### src/rtl/cond_unit_e.sv
// Execute-stage condition unit: evaluates CondE against the NZCV register and gates Execute controls.
// Optional perf counters (ExecCnt/SquashCnt/CntClr) are built only when COND_PERF_CNT_EN is defined.
module cond_unit_e (
   input  logic        clk,
   input  logic        reset,
   input  logic [3:0]  CondE,
   input  logic [1:0]  FlagWriteE,
   input  logic [3:0]  ALUFlags,
   input  logic        PCSrcE,
   input  logic        RegWriteE,
   input  logic        MemWriteE,
   input  logic        BranchE,
   output logic        PCSrcGE,
   output logic        RegWriteGE,
   output logic        MemWriteGE,
   output logic        BranchTakenE,
   output logic [3:0]  FlagsE,
   output logic        CondExE
`ifdef COND_PERF_CNT_EN
   ,
   input  logic        CntClr,
   output logic [31:0] ExecCnt,
   output logic [31:0] SquashCnt
`endif
);

   typedef enum logic [3:0] {
      C_EQ, C_NE, C_CS, C_CC, C_MI, C_PL, C_VS, C_VC,
      C_HI, C_LS, C_GE, C_LT, C_GT, C_LE, C_AL, C_NV
   } cond_t;

   logic n_flag, z_flag, c_flag, v_flag;
   cond_t cond;

   assign {n_flag, z_flag, c_flag, v_flag} = FlagsE;
   assign cond = cond_t'(CondE);

   // Evaluated from the registered flags, so an update made this cycle is seen by the next instruction.
   always_comb begin
      // NOTE: default assignment first so no path through the case can infer a latch.
      CondExE = 1'b0;
      case (cond)
         C_EQ: CondExE = z_flag;
         C_NE: CondExE = ~z_flag;
         C_CS: CondExE = c_flag;
         C_CC: CondExE = ~c_flag;
         C_MI: CondExE = n_flag;
         C_PL: CondExE = ~n_flag;
         C_VS: CondExE = v_flag;
         C_VC: CondExE = ~v_flag;
         C_HI: CondExE = c_flag & ~z_flag;
         C_LS: CondExE = ~c_flag | z_flag;
         C_GE: CondExE = (n_flag == v_flag);
         C_LT: CondExE = (n_flag != v_flag);
         C_GT: CondExE = ~z_flag & (n_flag == v_flag);
         C_LE: CondExE = z_flag | (n_flag != v_flag);
         C_AL: CondExE = 1'b1;
         C_NV: CondExE = 1'b0;
      endcase
   end

   assign PCSrcGE      = PCSrcE    & CondExE;
   assign RegWriteGE   = RegWriteE & CondExE;
   assign MemWriteGE   = MemWriteE & CondExE;
   assign BranchTakenE = BranchE   & CondExE;

   // NZ and CV are written independently; a squashed or bubble instruction leaves both pairs intact.
   always_ff @(posedge clk) begin
      // NOTE: non-blocking assignments for all clocked state so every register samples pre-edge values.
      if (reset) begin
         FlagsE <= 4'b0000;
      end else begin
         if (FlagWriteE[1] & CondExE) FlagsE[3:2] <= ALUFlags[3:2];
         if (FlagWriteE[0] & CondExE) FlagsE[1:0] <= ALUFlags[1:0];
      end
   end

`ifdef COND_PERF_CNT_EN
   logic valid_e;

   assign valid_e = PCSrcE | RegWriteE | MemWriteE | BranchE | (|FlagWriteE);

   // Saturating counters; a clear wins over any increment in the same cycle.
   always_ff @(posedge clk) begin
      if (reset || CntClr) begin
         ExecCnt   <= 32'd0;
         SquashCnt <= 32'd0;
      end else if (valid_e) begin
         if (CondExE && (ExecCnt != 32'hFFFF_FFFF))
            ExecCnt <= ExecCnt + 32'd1;
         if (!CondExE && (SquashCnt != 32'hFFFF_FFFF))
            SquashCnt <= SquashCnt + 32'd1;
      end
   end
`else
   // Counter ports and logic are absent in this build.
`endif

endmodule

### config.mk
export PLATFORM = sky130hd
export DESIGN_NAME = cond_unit_e
export DESIGN_NICKNAME = d
export VERILOG_FILES = /design/src/rtl/cond_unit_e.sv
export SDC_FILE = /design/constraint.sdc
export NUM_CORES = 1
export LEC_CHECK = 0
export CAP_MARGIN = 25
export CORE_AREA = 3 3 40 42
export DETAILED_ROUTE_END_ITERATION = 6
export DIE_AREA = 0 0 43 45
export GPL_ROUTABILITY_DRIVEN = 0
export GPL_TIMING_DRIVEN = 0
export MAX_ROUTING_LAYER = met4
export PLACE_DENSITY = 0.68
export SYNTH_ARGS = -nofsm -noshare
export SYNTH_HDL_FRONTEND = slang
export SYNTH_SLANG_ARGS = --single-unit
### constraint.sdc
create_clock -name clk -period 1.83 [get_ports clk]
set_input_delay 0.183 -clock clk [delete_from_list [all_inputs] [get_ports clk]]
set_output_delay 0.183 -clock clk [all_outputs]
set_load 0.01 [all_outputs]
==> key figures <==
Clocking
  • CTS root buffer: clkbuf_4
  • CTS tree: done
  • CTS max path bufs: 2
  • Clk pin slew, worst setup/hold paths: ~0.030 ns
  • Clk_lat worst skew: about 0.23 ns
  • Clock sinks: 4
  • CTS buffer count: 3
  • H-tree depth: 1

Yosys
  • Commonest cells post-synth: 9 x nand2b_1, 6 x mux2i_1, 4 x and2_1, 4 x dfxtp_1, 4 x xor2_1
  • YS warnings: 0
  • Most common cell in the netlist: nand2b_1
  • Area share of the largest cell type after synthesis: between 20% and 30%
  • Syn nets: slightly below 60
  • Post-synth EDFFs: 0
  • Cell Area, Synth: about 380 µm²
  • Share of async-settable or async-resettable flops after synthesis: 0%
  • Synth area leaders: dfxtp_1 21%, mux2i_1 16%, nand2b_1 15%
  • Yosys cell types: 19
  • Yosys reg bits: 4
  • Synth area leader: dfxtp_1
  • Post-synthesis area per instance: just under 9 µm²
  • Register area share after synthesis: a little over a fifth
  • Top FF cell, synth: dfxtp_1
  • Cells after Synth: 43

STA
  • Max-slew violation count: 0
  • Final hold viol count: 0
  • Final worst-path cycle share: 109%
  • Min Clock Period, post-route: about 2 ns
  • Final worst slack: -0.168 ns
  • Hold WS: between 0.4 and 0.5 ns
  • RSZ-0062 raised after global routing: true
  • Slew margin rel.: approximately 76%
  • Highest Clock Rate: around 500 MHz
  • Slew @ Worst Pin: about 0.36 ns
  • Number of setup violations in the final report: 5
  • Final Skew: about 0.0016 ns

Drt
  • Iter 0 DRT Violations: 5
  • Post-DRT Antenna Nets: 0
  • WL final: a little over 900 µm
  • DRC viols: 0
  • Avg Vias per Cell: ~4.5
  • Via count: slightly above 400
  • DR pass1 iterations: 2
  • DR WL/cell: 10.2 µm

Finish
  • Max reg flops: 4
  • Post-layout net count: 93
  • Fillers: 120
  • Layout cells sized above 1: ~33%
  • Syn-to-layout area delta: 91.8%
  • Largest registers ranked by flip-flop count: FlagsE: 4 flops
  • Fin cells: 90
  • Final core occ: 56.8%
  • Finished Cell Area: 729 µm²
  • Ant diodes: 0
  • Reg with most FFs: FlagsE

Global route
  • Largest net degree at the start of global routing: 9
  • Total gr overflow: 0
  • Initial antenna violation count: 0
  • Global-route wire length before repair: 1.53 mm
  • GRT Overall Usage: between 10 and 15%
  • Vias in the first global route: 370

Floorplanning
  • Initial Util: 29.6%
  • Std cell rows: 13
  • Die height: 45 µm
  • Ports: 25
  • Core area: about 1300 µm²
  • Die W: between 40 and 50 µm
  • Die Area: roughly 1900 µm²

Setup path
  • Endpoint class of the critical path: primary output
  • Setup CP Type: flip-flop to primary output
  • Crit path max fanout: 4
  • WP data required: roughly 1.7 ns
  • Worst path arrival time: between 1.5 and 2 ns
  • Crit path launch type: flip-flop

Pwr
  • VDD IR max: 0.296 mV
  • Lkg Pwr: around 0.00031 µW
  • Pwr per Cell Area: roughly 530 nW/µm²

Worst hold path
  • HP Class: flip-flop to flip-flop

Flow run
  • Max_cap viols: 0

Placement
  • Dpl cells: 81
  • PortBufs: 23
  • DP Area: around 630 µm²

Status
  • Outcome: finished, violations left
  • Failing checks: negative setup slack
==> where the power goes <==
part / leakage, µW / total (µW) / internal, µW / switching, µW
clock: 0.0000138 / 105 / 73.1 / 32.2
sequential: 0.0000339 / 104 / 95.1 / 8.80
combinational: 0.000258 / 181 / 110 / 71.0
==> timing repair <==
action                                  4_1_cts  5_1_grt
hold buffers                                  0        0
resized for setup                            29        4
buffers inserted                              5        1
endpoints found under the setup margin        7        9
pin swaps                                     7        2
hold endpoints to repair                      0        0
cloned                                        0        0
==> critical path: stages, from the launching register on <==
cell	delay (ns)
dfxtp_4	0.34
or4b_4	0.52
a31oi_4	0.17
nor4_4	0.06
nor2_2	0.14
buf_4	0.13
and2_1	0.10
buf_2	0.12
==> cells in the final DEF, fill, tap and decap left out, drive strengths merged <==
cell	netlist	routed
a31oi	1	1
dlygate4sd2	0	2
o41ai	1	1
clkdlybuf4s50	0	16
dfxtp	4	4
nor3b	2	2
and3	1	1
xor2	4	4
inv	1	1
nand2b	9	9
or4b	1	1
clkbuf	0	3
or3b	1	1
nand2	1	1
a21oi	1	1
nor2	3	3
and2	4	4
buf	1	12
a22o	1	1
mux2i	6	6
nor4	1	1
==> final timing paths <==
path	cells past startpoint	endpoint	slack, ns	start
setup / recovery	7	RegWriteGE	-0.17	FlagsE[2]
setup reg to reg	6	FlagsE[1]	0.02	FlagsE[2]
hold reg to reg	2	FlagsE[1]	0.49	FlagsE[1]
hold / removal	2	FlagsE[1]	0.49	FlagsE[1]
==> kinds of logic after synthesis <==
family | count (synthesis) | synth area share, %
XOR/XNOR | 4 | 9.21
AND/OR/NAND/NOR | 23 | 42.4
AO/OA/AOI/OAI | 4 | 7.57
multiplexers | 6 | 15.8
flip-flops | 4 | 21.1
buffers and inverters | 2 | 3.95
==> per-stage QoR <==
stage	total power (µW)	setup TNS (ns)	worst slack (ns)
floorplan	178	0	0.0801
detailed placement	261	-4.56	-0.746
finish	390	-0.545	-0.168
global route	417	-1.20	-0.284
CTS	386	-0.703	-0.205
global placement	259	-4.21	-0.695
==> layout make-up <==
class,count,area [µm²],area share (%)
flip-flops and latches,4,85.1,11.7
well taps,15,18.8,2.57
clock buffers,3,22.5,3.09
plain buffers,1,11.3,1.54
repair buffers,29,254,34.8
inverters,1,3.75,0.515
multi-input cells,37,334,45.8
==> layer usage <==
metal	vias up	global-route usage (%)	wire (µm)
met2	11	17.1	467
met3	0	3.59	52
met1	180	13.0	401
li1	214	-	-
met4	0	3.61	0
met5	-	-	0
(Power assumes the default switching activity.)
